File: config.mk
export PLATFORM = sky130hd
export DESIGN_NAME = uart_packet_parser
export DESIGN_NICKNAME = d
export VERILOG_FILES = /design/src/rtl/uart_packet_parser.sv
export SDC_FILE = /design/constraint.sdc
export NUM_CORES = 1
export LEC_CHECK = 0
export ABC_AREA = 1
export BUFFER_PORTS_ARGS = -buffer_cell sky130_fd_sc_hd__buf_2
export CAP_MARGIN = 20
export CORE_MARGIN = 2
export CORE_UTILIZATION = 50
export DETAILED_ROUTE_END_ITERATION = 6
export GPL_TIMING_DRIVEN = 0
export PLACE_DENSITY = 0.7
export SYNTH_ARGS = -nofsm -noshare
export SYNTH_HDL_FRONTEND = slang
export SYNTH_SLANG_ARGS = --single-unit
File: constraint.sdc
create_clock -name clk -period 7.9 [get_ports clk]
set_input_delay 2.37 -clock clk [delete_from_list [all_inputs] [get_ports clk]]
set_output_delay 2.37 -clock clk [all_outputs]
set_load 0.005 [all_outputs]
File: src/rtl/uart_packet_parser.sv
// Parses HEADER, length, payload and additive-checksum packets from a UART byte stream.
// Failed or timed-out packets never disturb the last good packet outputs.
module uart_packet_parser #(
  parameter int         MAX_LEN        = 8,
  parameter int         TIMEOUT_CYCLES = 100000,
  parameter logic [7:0] HEADER         = 8'hA5
) (
  input  logic                   clk,
  input  logic                   rst,
  input  logic [7:0]             rxData,
  input  logic                   rxDone,
  output logic                   pktValid,
  output logic [3:0]             pktLen,
  output logic [8*MAX_LEN-1:0]   pktData,
  output logic                   csumErr,
  output logic                   lenErr,
  output logic                   timeoutErr,
  output logic                   busy
);

  localparam int TO_W = $clog2(TIMEOUT_CYCLES + 1);

  typedef enum logic [1:0] {IDLE, LEN, PAYLOAD, CSUM} stateT;

  stateT                state, stateNext;
  logic [3:0]           lenReg;
  logic [3:0]           idx;
  logic [7:0]           sum;
  logic [8*MAX_LEN-1:0] payBuf;
  logic [TO_W-1:0]      toCnt;
  logic                 timeoutHit, lenBad, csumOk;
  logic                 pktValidNext, csumErrNext, lenErrNext, timeoutErrNext;

  assign busy       = (state != IDLE);
  // A byte arriving in the expiry cycle wins over the timeout.
  assign timeoutHit = busy && !rxDone && (toCnt == TO_W'(TIMEOUT_CYCLES - 1));
  assign lenBad     = (rxData == 8'd0) || (rxData > 8'(MAX_LEN));
  assign csumOk     = (rxData == sum);

  always_ff @(posedge clk or posedge rst) begin
    if (rst) state <= IDLE;
    else     state <= stateNext;
  end

  always_comb begin
    stateNext      = state;
    pktValidNext   = 1'b0;
    csumErrNext    = 1'b0;
    lenErrNext     = 1'b0;
    timeoutErrNext = 1'b0;
    if (timeoutHit) begin
      stateNext      = IDLE;
      timeoutErrNext = 1'b1;
    end else if (rxDone) begin
      case (state)
        IDLE:    if (rxData == HEADER) stateNext = LEN;
        LEN: begin
          if (lenBad) begin
            stateNext  = IDLE;
            lenErrNext = 1'b1;
          end else begin
            stateNext  = PAYLOAD;
          end
        end
        PAYLOAD: if (idx == lenReg - 4'd1) stateNext = CSUM;
        CSUM: begin
          stateNext    = IDLE;
          pktValidNext = csumOk;
          csumErrNext  = !csumOk;
        end
        default: stateNext = IDLE;
      endcase
    end
  end

  always_ff @(posedge clk or posedge rst) begin
    if (rst) begin
      pktValid   <= 1'b0;
      csumErr    <= 1'b0;
      lenErr     <= 1'b0;
      timeoutErr <= 1'b0;
    end else begin
      pktValid   <= pktValidNext;
      csumErr    <= csumErrNext;
      lenErr     <= lenErrNext;
      timeoutErr <= timeoutErrNext;
    end
  end

  // Working buffer is cleared at each new length so unused bytes publish as zero.
  always_ff @(posedge clk or posedge rst) begin
    if (rst) begin
      lenReg  <= 4'd0;
      idx     <= 4'd0;
      sum     <= 8'd0;
      payBuf  <= '0;
      toCnt   <= '0;
      pktLen  <= 4'd0;
      pktData <= '0;
    end else begin
      if (!busy || rxDone || timeoutHit) toCnt <= '0;
      else                               toCnt <= toCnt + TO_W'(1);

      if (rxDone && !timeoutHit) begin
        case (state)
          LEN: begin
            if (!lenBad) begin
              lenReg <= rxData[3:0];
              sum    <= rxData;
              idx    <= 4'd0;
              payBuf <= '0;
            end
          end
          PAYLOAD: begin
            for (int i = 0; i < MAX_LEN; i++) begin
              if (idx == 4'(i)) payBuf[8*i +: 8] <= rxData;
            end
            sum <= sum + rxData;
            idx <= idx + 4'd1;
          end
          CSUM: begin
            if (csumOk) begin
              pktLen  <= lenReg;
              pktData <= payBuf;
            end
          end
          default: ;
        endcase
      end
    end
  end

endmodule

Word-level counts from Yosys, hierarchy flattened
Cells that the tools add are included. Widths: inputs -> output; s select.

Bits in registers: 171. Latch bits: 0. Memory bits (writable): 0. Bits in read-only memories: 0. Bits of input ports: 11. Output and inout bits: 73. Memories: 0.

$add $sub $neg: 4. $mul: 0. Divide/modulo/power cells: 0. Magnitude comparators: 1. Equality and inequality tests: 25. Shifts and indexed selects: 0. Mux-type cells: 32. Bitwise gates (word level): 1. Reductions and logical operators: 28.

Operators by type and width (count): $pmux 64 s2 (1); $mux 8 (9); $mux 64 (1); $reduce_and 4->1 (8); $ne 2x2->1 const B (9); $add 17x1->17 const B (1); $eq 17x17->1 const B (1); $mux 17 (1); $eq 4x3->1 const B (4); $pmux 8 s2 (1); $reduce_and 3->1 (4); $mux 1 (11); $mux 2 (5); $add 8x8->8 (1); $eq 4x2->1 const B (2); $eq 8x8->1 (1); $eq 8x8->1 const B (1); $gt 8x4->1 const B (1); $logic_not 8->1 (1); $pmux 2 s4 (1); $pmux 4 s2 (1); $ne 3x3->1 const B (2); $reduce_bool 2->1 (3); $add 4x1->4 const B (1); 12 further kinds (20).

Depth between registers and ports, before layout
Word-level depth: 6. Gate-level depth with buffers: 12. Gate-level depth less buffers: 12.

Worst setup path after synthesis
OpenSTA, ideal clock, no wires.

Path type: input port to flip-flop. Start point: input port rxData[3]. End point: register pktData[14]. Library setup time: 66 ps. Arrival time: 3722 ps. Required time: 7834 ps. Setup slack: 4112 ps. Stages: 10. Cells stage by stage: ha_1 inv_2 nand2_1 nor4_2 nand3_2 inv_2 buf_6 buf_4 nand2_1 nand2_1.

Longest elaborated chain between the ends: 2.

Ends and longest elaborated chain: from (decl) (line 10) `input logic [7:0] rxData,`; $eq 8x8->1 (line 38) `assign csumOk = (rxData == sum);`; $reduce_and 3->1 (no line); to (signal assigned) (line 124) `pktData <= payBuf;`; to (decl) (line 14) `output logic [8*MAX_LEN-1:0] pktData,`.

No other way between the ends. A chain may end at the register's enable or synchronous reset.

Final worst setup path
Start point: input port rxData[3]. End point: register pktData[15].

Same word-level chain as after synthesis.

==> impl_metrics.toml <==
[logic_synthesis]
syn-num-nets = 887
yosysSeqAreaShare_pct = 56.9
synth_seq_cells = 171
yosys.cell_types.count = 37
netlist_area_mm2 = 0.00752
syn_inst = 862
yosysWarnings = 0
avgSynthCellArea_um2 = 8.73

[worst_setup_path]
crit_path_frequent_cell = "nand2_1"
r2r_slack_ps = 5570
startpoint = "rxData[3]"
cpMaxStageDelayCell = "nand3_2"
crit_fanout = 10
cp_data_arrival_time_ps = 4420
path_buf_inv = 5
critPathTopFamily = "simple AND/OR/NAND/NOR gates"
cp_cell_sequence = "buf_2 -> ha_1 -> inv_2 -> nand2_1 -> nor4_2 -> nand3_2 -> inv_2 -> buf_6 -> buf_4 -> nand2_1 -> nand2_1"
setup.worst_path.end_class = "flop"
path_class = "input pin to flop"
critical_path_required_ps = 8270
r2r-start = "sum[3]"
startpoint_type = "input pin"
cpPeakStageDelay_ps = 420

[clocking]
cts_tree = "built"
cts_resized = 0
htreeDepth = 4
root_buffer = "clkbuf_16"
postCtsSetupBuffers = 0
clk_path_buf_depth = 2
clkTransAtPathRegs_ps = 70
cts_buffers = 17
clkSinkCount = 171
ctsHoldBuffers = 0
clk_latency_ps = 430

[power_and_ir_drop]
peakVddDrop_v = 0.000158
power_density_mw_per_mm2 = 253
p_leak_nw = 4.68

[finish]
fin_nets = 990
antenna_cells = 0
final_cells = 1162
drive_above_1_share_pct = 16.5
areaGrowthSynthToFinish_pct = 17.5
final_core_utilization_pct = 60.3

[floorplanning]
core_area_mm2 = 0.0146
die_area_mm2 = 0.0160
row_count = 44
start_util_pct = 51.4
die_y_um = 127
die_x_um = 127
ios = 84

[placed_design]
dpl.hpwl_um = 11600
portBuffers = 83
dp.cells = 1130
place.gp.congestion = 0.887

[routing]
viasPerCell = 5.09
dr.pass1.iters = 5
drt_iter0_drc = 428
wl_um = 17000
vias = 5914
drc = 0
drtAntennaViolNets = 0
routedWlPerCell_um = 14.6

[global_route]
antenna_found_initial = 0
grtUsageTotal_pct = 22.2
grt_pass1_wl_um = 28000
grt_pass1_vias = 5590
overflow = 0
grt_max_degree = 90

[timing]
rsz0062_at_grt = "false"
fin_crit_sh_pct = 51.3
hold_viol = 0
worst_slew_pin_slew_ps = 602
fmax_ghz = 0.247
drv_slew = 0
skew_ps = 9.06
period_minus_slack_ps = 4050
setup_violations = 0
slew_headroom_pct = 59.9

[min_path]
min_from = "payBuf[6]"
holdCritPathClass = "flop to flop"

[run]
maxCapViolCount = 0

[status]
status = "finished, final reports clean"
-- synth_stat cells (all sizes together) --
library cell / instances / area [um2]
ha: 13 / 163
or2: 2 / 12.5
nor2: 40 / 163
clkbuf: 7 / 26.3
nor3: 12 / 65.1
buf: 20 / 120
fa: 1 / 20.0
nand4: 17 / 211
nand2: 370 / 1420
nor4: 1 / 12.5
o21ai: 90 / 450
a211oi: 1 / 7.51
nor3b: 2 / 15.0
a21oi: 13 / 65.1
o21a: 1 / 7.51
xnor2: 2 / 17.5
xor2: 7 / 61.3
a21boi: 2 / 15.0
inv: 59 / 221
a21o: 1 / 7.51
dfrtp: 171 / 4280
o31ai: 1 / 12.5
nand3: 29 / 155
-- cell type report --
| class | count | area [um2] |
|---|---|---|
| Inverter | 59 | 229 |
| Sequential cell | 171 | 4280 |
| Tap cell | 184 | 230 |
| Multi-Input combinational cell | 605 | 2880 |
| Fill cell | 1301 | 5810 |
| Clock inverter | 13 | 190 |
| Clock buffer | 19 | 443 |
| Timing Repair Buffer | 84 | 443 |
| Buffer | 27 | 146 |
-- sequential cells by signal, indices dropped and copies added, names as in the netlist, 2 cells and up --
| signal | count |
|---|---|
| payBuf | 64 |
| pktData | 64 |
| toCnt | 17 |
| sum | 8 |
| idx | 4 |
| lenReg | 4 |
| pktLen | 4 |
| state | 2 |
-- where the power goes --
part	switching (mW)	internal [mW]	total, mW
registers	0.0351	0.913	0.948
clock network	0.352	0.540	0.892
logic	0.270	0.124	0.394
total	0.657	1.58	2.23
-- layer usage --
| layer | global-route usage [%] | wire length [um] |
|---|---|---|
| met1 | 30.6 | 7920 |
| met2 | 35.3 | 7850 |
| met3 | 4.64 | 804 |
| met4 | 7.82 | 370 |
| met5 | 0 | 0 |
-- worst paths after layout --
kind                               endpoint  cells after the start
worst max-delay path            pktData[15]                     11
worst min-delay path             pktData[6]                      2
worst max register to register  pktData[15]                     10
worst min register to register   pktData[6]                      2
max in group asynchronous       pktData[12]                      3
min in group asynchronous        timeoutErr                      2
-- placed cells by master (no fill, tap or decap), types with 2 or more instances in the layout --
cell type / instances
buf_2: 95
o21ai_0: 82
inv_1: 51
clkinv_2: 2
xnor2_1: 2
clkbuf_1: 8
ha_1: 13
nor3_1: 11
nor2_1: 37
o21ai_1: 8
bufinv_16: 4
dfrtp_1: 171
nor2_2: 2
nor3b_1: 2
a21oi_1: 13
nand3_2: 2
nand2_1: 367
clkbuf_16: 17
inv_6: 2
buf_4: 6
xor2_1: 7
nand4_1: 10
nand3_1: 27
inv_2: 7
nand4_4: 7
a21boi_0: 2
clkinv_4: 4
-- cells by family after synthesis --
family	share of synthesized area, %
xor gates and xnor gates	1.05
adders and majority gates	2.43
and+or+nand+nor	27.2
buffers and inverters	4.89
DFF	56.9
AOI/OAI and AO/OA	7.52
-- stage by stage --
step                setup TNS (ps)  instance area [um2]  hold WS [ps]  setup WS [ps]  power, mW
floorplan                        0                 7520           433            898       1.26
global placement           -165060                 8170           454           -975       1.35
detailed placement               0                 8200           456           3430       1.36
CTS                              0                 8840           470           3870       2.25
global route                     0                 8840           488           3690       2.34
finish                           0                 8840           467           3850       2.23
-- worst reg2reg max path: stages (launching register included) --
cell     delay, ps
dfrtp_1        380
ha_1           360
inv_2           80
nand2_1         50
nor4_2         310
nand3_2        420
inv_2          160
buf_6          150
buf_4          180
nand2_1        100
nand2_1         60
Note: power is estimated with default switching activity, not from simulation.
